--- src/rtl/clb_pkg.sv ---
// +--------------------------------------------------------------------+
// | clb_pkg: shared types and constants for the CLB pair packer.        |
// | Revision: 1.0                                                       |
// +--------------------------------------------------------------------+
`default_nettype none

package clb_pkg;

   typedef enum logic [0:0] {
      S_EMPTY = 1'b0,
      S_HALF  = 1'b1
   } pack_state_t;

   localparam int CLB_PACK_FIFO_DEPTH = 2;

endpackage

`default_nettype wire

--- src/rtl/clb_pair_fifo.sv ---
// +--------------------------------------------------------------------+
// | clb_pair_fifo: 2-entry head+skid buffer with push/pop/count.        |
// | Revision: 1.0                                                       |
// +--------------------------------------------------------------------+
`default_nettype none

module clb_pair_fifo
   import clb_pkg::*;
#(
   parameter int DW = 64
) (
   input  logic          clk,
   input  logic          rst,
   input  logic          push,
   input  logic          pop,
   input  logic [DW-1:0] din,
   output logic [DW-1:0] head,
   output logic [1:0]    count,
   output logic          vld
);

   localparam logic [1:0] FULL = 2'(CLB_PACK_FIFO_DEPTH);

   logic [DW-1:0] head_q;
   logic [DW-1:0] skid_q;
   logic [1:0]    count_q;
   logic          pop_ok;
   logic          push_ok;

   assign pop_ok  = pop & (count_q != 2'd0);
   assign push_ok = push & ((count_q != FULL) | pop_ok);

   always_ff @(posedge clk or posedge rst) begin
      if (rst) begin
         head_q  <= '0;
         skid_q  <= '0;
         count_q <= 2'd0;
      end else if (push_ok && pop_ok) begin
         // Count unchanged; the older skid entry moves forward first.
         if (count_q == FULL) begin
            head_q <= skid_q;
            skid_q <= din;
         end else begin
            head_q <= din;
         end
      end else if (push_ok) begin
         if (count_q == 2'd0) head_q <= din;
         else                 skid_q <= din;
         count_q <= count_q + 2'd1;
      end else if (pop_ok) begin
         if (count_q == FULL) head_q <= skid_q;
         count_q <= count_q - 2'd1;
      end
   end

   assign head  = head_q;
   assign count = count_q;
   assign vld   = (count_q != 2'd0);

endmodule

`default_nettype wire

--- src/rtl/clb_pair_packer.sv ---
// +--------------------------------------------------------------------+
// | clb_pair_packer: packs word pairs into 2*WIDTH operands, 2-deep buf.|
// | Optional flush port via CLB_PACK_FLUSH_EN.  Revision: 1.0           |
// +--------------------------------------------------------------------+
`default_nettype none

module clb_pair_packer
   import clb_pkg::*;
#(
   parameter int WIDTH = 32,
   parameter int CNTW  = 16
) (
   input  logic               clk,
   input  logic               rst,
   input  logic               en,
   input  logic [WIDTH-1:0]   din,
   input  logic               divld,
   output logic               rdy,
   output logic [2*WIDTH-1:0] dout,
   output logic               dovld,
   input  logic               dsrdy,
`ifdef CLB_PACK_FLUSH_EN
   input  logic               flush,
`endif
   output logic [CNTW-1:0]    pair_cnt
);

   localparam logic [1:0] FULL = 2'(CLB_PACK_FIFO_DEPTH);

   pack_state_t        state;
   pack_state_t        state_nxt;
   logic [WIDTH-1:0]   held;
   logic [CNTW-1:0]    cnt_q;
   logic [1:0]         fifo_count;
   logic               accept;
   logic               pop;
   logic               push;
   logic               load_held;
   logic [2*WIDTH-1:0] push_data;
`ifdef CLB_PACK_FLUSH_EN
   logic               do_flush;
`endif

   // rdy uses the pre-pop count so there is no path from dsrdy to rdy.
   assign rdy    = en & ~rst & ((state == S_EMPTY) | (fifo_count != FULL));
   assign accept = en & divld & rdy;
   assign pop    = en & dovld & dsrdy;

`ifdef CLB_PACK_FLUSH_EN
   assign do_flush = en & flush & (fifo_count != FULL) & ~divld;
`endif

   always_comb begin
      state_nxt = state;
      push      = 1'b0;
      load_held = 1'b0;
      push_data = {din, held};
      case (state)
         S_EMPTY: begin
            if (accept) begin
               load_held = 1'b1;
               state_nxt = S_HALF;
            end
         end
         S_HALF: begin
            if (accept) begin
               push      = 1'b1;
               state_nxt = S_EMPTY;
            end
`ifdef CLB_PACK_FLUSH_EN
            else if (do_flush) begin
               push      = 1'b1;
               push_data = {{WIDTH{1'b0}}, held};
               state_nxt = S_EMPTY;
            end
`endif
         end
         default: state_nxt = S_EMPTY;
      endcase
   end

   always_ff @(posedge clk or posedge rst) begin
      if (rst) begin
         state <= S_EMPTY;
         held  <= '0;
         cnt_q <= '0;
      end else begin
         state <= state_nxt;
         if (load_held) held  <= din;
         if (pop)       cnt_q <= cnt_q + CNTW'(1);
      end
   end

   clb_pair_fifo #(
      .DW (2*WIDTH)
   ) u_fifo (
      .clk   (clk),
      .rst   (rst),
      .push  (push),
      .pop   (pop),
      .din   (push_data),
      .head  (dout),
      .count (fifo_count),
      .vld   (dovld)
   );

   assign pair_cnt = cnt_q;

endmodule

`default_nettype wire
--- config.mk ---
export PLATFORM = sky130hd
export DESIGN_NAME = clb_pair_packer
export DESIGN_NICKNAME = d
export VERILOG_FILES = /design/src/rtl/clb_pkg.sv /design/src/rtl/clb_pair_fifo.sv /design/src/rtl/clb_pair_packer.sv
export SDC_FILE = /design/constraint.sdc
export NUM_CORES = 1
export LEC_CHECK = 0
export CAP_MARGIN = 10
export CORE_MARGIN = 10
export CORE_UTILIZATION = 25
export CTS_BUF_LIST = sky130_fd_sc_hd__clkbuf_8 sky130_fd_sc_hd__clkbuf_16
export CTS_CLUSTER_SIZE = 10
export DETAILED_ROUTE_END_ITERATION = 16
export GPL_TIMING_DRIVEN = 0
export SLEW_MARGIN = 20
export SYNTH_ARGS = -nofsm -noshare
export SYNTH_HDL_FRONTEND = slang
export SYNTH_SLANG_ARGS = --single-unit
--- constraint.sdc ---
create_clock -name clk -period 11.77 [get_ports clk]
set_input_delay 2.354 -clock clk [delete_from_list [all_inputs] [get_ports clk]]
set_output_delay 2.354 -clock clk [all_outputs]
set_load 0.01 [all_outputs]
; ---- Word-level counts from Yosys, hierarchy flattened
; Cells that the tools add are included.
[word_totals]
register_bits = 179
output_inout_bits = 82
wordCells = 54
in_bits = 37
[classes]
n_addsub = 3
reduce_logical = 10
muxes = 17
eq_ne = 5
bitwise = 13
[op_table]
columns = cell, count
row1 = two-way mux 64 bit, 10
row2 = "adder 16 x 1 -> 16 bit, second input constant", 1
row3 = bitwise AND 1 bit, 8
row4 = AND reduction 3 bit, 2
row5 = nonzero test 2 bit, 3
row6 = nonzero test 3 bit, 2
row7 = two-way mux 1 bit, 4
row8 = two-way mux 2 bit, 2
row9 = "inequality test 2 bit, second input constant", 2
row10 = "inequality test 3 bit, second input constant", 1
row11 = NOT 1 bit, 3
row12 = "adder 2 x 1 -> 2 bit, second input constant", 1
row13 = "== test 2 bit, second input constant", 1
row14 = zero test 2 bit, 1
row15 = "inequality test 2 x 1 -> 1 bit, second input constant", 1
row16 = bitwise OR 1 bit, 2
row17 = case mux 1 bit (2 select lines), 1
row18 = AND reduction 2 bit, 1
row19 = "subtractor 2 x 1 -> 2 bit, second input constant", 1
row20 = logical AND 1 bit, 1

; ---- Depth between registers and ports, before layout
; Gate-level depths: netlist (run 1).
[logic_depth]
depth_word = 10
depth_mapped = 14

; ---- Hierarchy
; A second synthesis (run 1) with hierarchy kept.
[unflattened]
cells_unflattened = 779
hier_area_um2 = 9192.6
[by_module_without_submodules]
columns = module, seq_area_each_um2, n_inst, cells_each, area_each_um2
row1 = clb_pair_fifo, 3253.1, 1, 642, 7211.9
row2 = clb_pair_packer, 1226.2, 1, 137, 1980.6

; ---- Worst setup path before layout (run 1)
; No wires, ideal clock.
[synth_timing]
path_kind = input to output
from = in rst
to = out rdy
slack_ns = 2.811
path_buffers = 0
t_required_ns = 9.416
cell_stages = 2
arrival_time_ns = 6.605
path_cell_list = inv_1 > o211a_1
[synth_between]
elab_chain_len = 3
[synth_lines]
columns = item, line
row1 = from (decl), clb_pair_packer.sv:14  ; input logic rst,
row2 = NOT 1 bit, clb_pair_packer.sv:45  ; assign rdy = en & ~rst & ((state == S_EMPTY) | (fifo_count != FULL));
row3 = bitwise AND 1 bit (2 in a row), clb_pair_packer.sv:45
row4 = to (decl), clb_pair_packer.sv:18  ; output logic rdy,
; No other way between the ends.

; ---- Final worst setup path (run 1)
; Ends and elaborated chain as after synthesis.

==> summary.txt, run 1 <==
Logic synthesis
  • Top post-synthesis cells by area: dfrtp_1 60%, mux2_2 13%, a21oi_1 8.5%, nand2_1 3.6%, nor2_1 3.4%
  • Register area share after synthesis: slightly below 60%
  • FFs w/ async S/R, synth: 100%
  • Post-synth EDFFs: 0
  • Ys flop type: dfrtp_1
  • Synth Cell Area: 0.00752 sq mm
  • Yosys reg bits: around 180
  • Ys Warns: 0
  • Largest area contributor in the netlist: dfrtp_1
  • Mapped Cells: 646
  • Top cell type's share of synthesized area: 59.6%
  • Post-Synthesis Mean Instance Area: 11.6 sq um
  • Top-count cell post-synth: dfrtp_1
  • Commonest cells post-synth: 179 x dfrtp_1, 128 x a21oi_1, 87 x mux2_2
  • Post-synthesis cell type count: 36
  • Post-Syn Nets: 687

Run status
  • Status: complete, no violations

Setup path
  • Register-to-register path setup slack: 8.70 ns
  • R2R depth: 14
  • Data required, critical path: between 9 and 10 ns
  • Critical Path Start: rst
  • CP Capture Type: output pin
  • Critical path arrival: 4.18 ns
  • FF-to-FF Start: u_fifo.count[0]
  • Reg2reg end: u_fifo.head[47]
  • Critical path class: in -> out
  • Nature of the critical path startpoint: primary input
  • CP max FO: 83

Timing
  • Slew Limit Fails: 0
  • Post-layout minimum cycle time: around 6.5 ns
  • Final setup vio count: 0
  • Final Skew: about 0.011 ns
  • Setup ws final: around 5.2 ns
  • Fmax: 0.153 GHz
  • Slew margin rel.: 47.8%
  • Setup TNS: 0 ns
  • Slew at the pin with the worst max-slew slack: roughly 0.78 ns
  • Minimum hold slack: 0.482 ns
  • Final Hold Vio Count: 0
  • Period utilization: a little under three fifths
  • Unrepaired setup endpoints after global routing: no

Die
  • # rows: 63
  • I/O pin count: 119
  • Core area: approximately 0.03 sq mm
  • Starting density of the core: 25.4%
  • Die Y: approximately 190 microns
  • Die Wd: between 150 and 200 microns
  • Die ar.: roughly 0.037 sq mm

Clock tree
  • CTS tree: done
  • Clock latency on the worst-skew pair: roughly 0.43 ns
  • Root Buffer: clkbuf_16
  • Post-CTS setup buffers: 0
  • CTS clock-pin slew for the worst setup and hold paths: 0.07 ns
  • Cts bufs inserted: 17
  • Clock sink count: roughly 180
  • H-tree level count: 4
  • Max Buffers Root-to-Sink: 2
  • Cts repair resizes: 0
  • Hold-fix buffers, CTS: 0

GRT
  • First-pass GRT wire length: between 30,000 and 40,000 microns
  • Initial antenna violation count: 0
  • Total Routing Usage GR: 10.8%
  • Gr ovfl total: 0
  • Vias in the first global route: roughly 5,600
  • Largest net degree at the start of global routing: 99

Drt
  • DRT Wirelength: ~20,000 microns
  • TritonRoute pass-1 iters: 4
  • Routed vias/inst: between 4 and 5
  • DRC violations left: 0
  • First DRT Iteration DRCs: between 200 and 300
  • Post-route ant nets: 0
  • Vias: about 5,300
  • Routed len/inst: ~17 microns

Power and ir drop
  • VDD IR max: between 100 and 150 uV
  • Clk pwr share: between 20 and 25%
  • Lkg Pwr: roughly 4.3 nW
  • Comb pwr share: 33.0%
  • Pint: approximately 1.7 mW
  • Flop pwr share: approximately 43%
  • PD cells: approximately 250 mW/mm^2
  • Sw Ratio: 32.3%
  • Net switching power: ~0.8 mW
  • Tot Pwr: 2.47 mW

Layout
  • Layout cell share with drive strength beyond 1: around 22%
  • Final nets: slightly above 800
  • Synthesis-to-finish area growth: 30.7%
  • Ant. Diodes: 0
  • Final core occ: 33.2%

Min path
  • Worst hold path class: reg -> reg
  • Min-Delay Path Depth: 1
  • Worst Hold Path EP: pair_cnt[15]
  • Hold_sp: pair_cnt[15]

Placed design
  • Port Buffers: 118
  • Place WS: approximately 5.2 ns
  • GPL Wtd Cong: around 0.75
  • Final HPWL from detailed placement: 13,700 microns

Job
  • Max cap viols: 0
[flip-flops by register name, summed over array words and instances, names as in the netlist]
register and flops:
pair_cnt 16, u_fifo.skid_q 64, held 32, u_fifo.count 2, state 1, u_fifo.head 64
[critical path: stages]
cell             delay (ns)
clkdlybuf4s50_1        0.49
inv_8                  0.42
o211a_1                0.27
clkdlybuf4s50_1        0.56
[cell type report]
| type | count | area [sq um] |
|---|---|---|
| buffer | 39 | 246 |
| sequential | 179 | 4480 |
| clock inverter | 14 | 165 |
| inverter | 6 | 30.0 |
| fill | 3039 | 19800 |
| multi-input combinational | 422 | 2770 |
| clock buffer | 18 | 439 |
| tap | 390 | 488 |
| timing repair buffer | 119 | 1210 |
[cell families after synthesis]
group	Yosys count	share of synthesized area, %
flip-flops	179	59.6
adder cells (fa/ha/maj)	4	0.666
XOR/XNOR	16	1.86
AND/OR/NAND/NOR	164	9.05
AO/OA/AOI/OAI	141	10.2
buffers and inverters	45	3.58
multiplexers	97	15.0
[worst max-delay path by stage]
| stage | cells after the start | endpoint | slack, ns |
|---|---|---|---|
| 2_1_floorplan | 2 | rdy | 2.81 |
| 4_1_cts | 4 | rdy | 5.18 |
| 6_report | 4 | rdy | 5.23 |
| 3_5_place_dp | 4 | rdy | 5.19 |
| 3_3_place_gp | 4 | rdy | 0.08 |
| 5_1_grt | 4 | rdy | 5.09 |
[layout by cell type (no fill, tap or decap), types with 2 or more instances in the layout]
cell type,count
dfrtp_1,179
a21oi_1,128
clkdlybuf4s50_1,118
mux2_2,87
nand2_1,72
nor2_1,69
buf_2,26
clkbuf_16,17
mux2_4,10
xnor2_1,10
buf_6,9
xor2_1,6
inv_1,5
nand4_1,5
inv_6,5
inv_8,4
ha_1,4
buf_1,3
nand3_1,3
clkinvlp_4,3
nand2b_1,2
o21ai_2,2
o21a_1,2
and2_1,2
nand3b_1,2
o211a_1,2
and3_1,2
nor3_1,2
bufinv_16,2
[metal layers]
metal  up-vias  part of all wire [%]  track usage (%)
met2       109                    46             16.8
met3        12                   5.4             3.56
met5         -                     0                0
li1       2483                     -                -
met4         0                  0.82             2.49
met1      2701                    48             14.1
[power groups by stage]
stage               clock network (mW)  registers [mW]  logic, mW
floorplan                            0            1.08      0.426
global placement                     0            1.07      0.820
detailed placement                   0            1.07      0.834
CTS                              0.613            1.06      0.837
global route                     0.636            1.10      0.905
finish                           0.594            1.06      0.815
[per-stage QoR]
stage / instances / area, sq um
3_3_place_gp: 1154 / 9190
4_1_cts: 1187 / 9830
3_5_place_dp: 1155 / 9220
6_report: 1187 / 9830
5_1_grt: 1187 / 9830
2_1_floorplan: 646 / 7520
Note: power is estimated with default switching activity, not from simulation.
==> inputs of run 2 (changes only) <==
==> constraint.sdc (replaced) <==
create_clock -name clk -period 5.98 [get_ports clk]
set_input_delay 1.196 -clock clk [delete_from_list [all_inputs] [get_ports clk]]
set_output_delay 1.196 -clock clk [all_outputs]
set_load 0.01 [all_outputs]
==> run 2 against run 1 <==
Net effect: clock skew up 0.0034 ns; wire length up 1.5%; flip-flop and latch count unchanged; non-clock buffer count up 5; via count about the same; critical path depth up 10; power up 95%; hold slack worse by 0.0022 ns; combinational power up 99%; sequential power up 97%; clock power up 87%; final cell count up 0.42%; critical path type is now in -> reg; highest routed layer unchanged.
==> summary.txt, run 2 (synthesis results as in run 1) <==
Run status
  • Status: complete, no violations

Setup path
  • Data required, critical path: 6.33 ns (-3.09 ns)
  • Nature of the critical path startpoint: primary input
  • FF-to-FF Start: u_fifo.count[0]
  • Worst path max stage delay: 0.56 ns (about the same)
  • Critical Path Start: rst
  • Cell mode on critical path: ha_1
  • Critical path class: in -> reg
  • CP Cell Sequence: clkdlybuf4s50_1, clkinvlp_4, buf_12, o211a_1, and2_4, ha_1, buf_6, o21a_1, ha_1, and3b_1, o21ai_2, buf_2, nand2_1, a21oi_1
  • CP max FO: 26 (-69%)
  • Critical path arrival: 4.47 ns (+0.29 ns)
  • CP max stage cell: o21ai_2
  • CP Capture Type: register

Timing
  • Unrepaired setup endpoints after global routing: no
  • Post-layout minimum cycle time: 4.12 ns
  • Minimum hold slack: 0.480 ns (-0.00222 ns)
  • Slew margin rel.: 49.9% (+2.2 points)
  • Setup TNS: 0 ns (unchanged)
  • Fmax: approximately 0.24 GHz
  • Final Hold Vio Count: 0 (unchanged)
  • Period utilization: slightly below 70%
  • Final setup vio count: 0 (unchanged)
  • Final Skew: 0.0142 ns (+0.00337 ns)
  • Setup ws final: 1.86 ns (-3.37 ns)
  • Slew Limit Fails: 0 (unchanged)
  • Slew at the pin with the worst max-slew slack: 0.751 ns (-0.0323 ns)

Min path
  • Worst hold path class: reg -> reg
  • Hold_sp: pair_cnt[15]

Power and ir drop
  • Comb pwr share: 33.6% (+0.6 points)
  • Net switching power: 1.61 mW (+100%)
  • VDD IR max: 196 uV (+64%)
  • Flop pwr share: 43.4% (+0.5 points)
  • Tot Pwr: 4.82 mW (+95%)
  • Clk pwr share: 23.1% (-1.0 points)
  • PD cells: 487 mW/mm^2 (+94%)
  • Pint: 3.22 mW (+92%)
  • Lkg Pwr: 4.31 nW (+0.72%)
  • Sw Ratio: 33.3% (+1.0 points)

Layout
  • Storage element area: 0.00448 sq mm (unchanged)
  • Final core occ: 33.4% (+0.25 points)
  • Fillers: 3,051 (+0.39%)
  • Synthesis-to-finish area growth: 31.7%
  • Ant. Diodes: 0 (unchanged)
  • Layout cell share with drive strength beyond 1: 22.3% (+0.61 points)
  • Most frequent cells in the layout: 179 x dfrtp_1, 128 x a21oi_1, 118 x clkdlybuf4s50_1
  • Final nets: 830 (+0.61%)
  • Most common cell after layout, fill and taps aside: dfrtp_1
  • Multi-input gate area: 0.00277 sq mm (about the same)

Clock tree
  • Hold-fix buffers, CTS: 0 (unchanged)
  • CTS tree: done
  • Clock sink count: 179 (unchanged)
  • CTS clock-pin slew for the worst setup and hold paths: 0.07 ns (about the same)
  • Cts bufs inserted: 17 (unchanged)
  • Max Buffers Root-to-Sink: 2 (unchanged)
  • Clock latency on the worst-skew pair: 0.43 ns (about the same)
  • Cts repair resizes: 0 (unchanged)
  • Root Buffer: clkbuf_16
  • H-tree level count: 4 (unchanged)
  • Post-CTS setup buffers: 0 (unchanged)

Drt
  • DRT Wirelength: 20,400 microns (+1.5%)
  • Met2 WL: 9350 microns (+2.2%)
  • Routed len/inst: 17.1 microns (+1.1%)
  • Met1 WL: 9600 microns (-0.55%)
  • Met3 Routed Length: 1220 microns (+12%)
  • Routed vias/inst: 4.45 (-0.46%)
  • Post-route ant nets: 0 (unchanged)
  • Top layer in use: met4
  • First DRT Iteration DRCs: 324 (+22%)
  • DRC violations left: 0 (unchanged)
  • Vias: 5,303 (-0.038%)
  • TritonRoute pass-1 iters: 4 (unchanged)

GRT
  • Total Routing Usage GR: 10.8% (+0.046 points)
  • Initial antenna violation count: 0 (unchanged)
  • Vias in the first global route: 5,611 (+0.57%)
  • Largest net degree at the start of global routing: 33 (-67%)
  • First-pass GRT wire length: 32,700 microns (+0.72%)
  • Gr ovfl total: 0 (unchanged)

Placed design
  • GPL Wtd Cong: 0.765 (+2.6%)
  • Port Buffers: 118 (unchanged)
  • Place WS: 1.34 ns (-3.85 ns)
  • Final HPWL from detailed placement: 14,400 microns (+4.4%)

Die
  • Starting density of the core: 25.4% (unchanged)
  • Die Y: 193 microns (unchanged)
  • Core area: 0.0296 sq mm (unchanged)
  • Die Wd: 193 microns (unchanged)
  • I/O pin count: 119 (unchanged)
  • # rows: 63 (unchanged)
  • Die ar.: 0.0374 sq mm (unchanged)

Job
  • Max cap viols: 0 (unchanged)
## run 2: through the flow
stage / cell area (sq um) / cells
final: 9900 / 1192
after global routing: 9900 / 1192
after CTS: 9900 / 1192
after detailed placement: 9310 / 1160
after global placement: 9190 / 1154
after floorplan: 7520 / 646
## run 2: routing by layer
metal	GRT usage, %	vias up
li1	-	2489
met1	14.1	2663
met2	16.8	132
met3	3.51	19
met4	2.72	0
met5	0	-
## run 2: layout make-up
type / instances / area share (%)
clock inverters: 15 / 1.64
plain buffers: 39 / 2.49
inverters: 6 / 0.265
multi-input cells: 422 / 28.0
well taps: 390 / 4.93
clock buffers: 17 / 4.30
repair buffers: 124 / 13.1
flip-flops and latches: 179 / 45.2
## run 2: path summary, 6_finish.rpt
path	end	slack [ns]	depth (start not counted)
worst max-delay path	u_fifo.head[4]	1.86	14
worst min-delay path	pair_cnt[15]	0.48	1
worst max register to register	u_fifo.head[4]	2.85	13
worst min register to register	pair_cnt[15]	0.48	1
max in group asynchronous	u_fifo.skid_q[43]	4.02	5
min in group asynchronous	u_fifo.skid_q[54]	1.06	2
## run 2: worst max-delay path, delay by kind of cell
kind	cells	cell delay, ns
buffers and inverters	5	1.42
adder cells (fa/ha/maj)	2	0.35
AND/OR/NAND/NOR	3	0.45
AO/OA/AOI/OAI	4	1.03
## run 2: power by group through the flow
stage | combinational (mW) | sequential (mW) | clock (mW)
floorplan | 0.839 | 2.12 | 0
detailed placement | 1.66 | 2.11 | 0
finish | 1.62 | 2.09 | 1.11
global route | 1.80 | 2.17 | 1.20
global placement | 1.62 | 2.10 | 0
CTS | 1.66 | 2.10 | 1.15
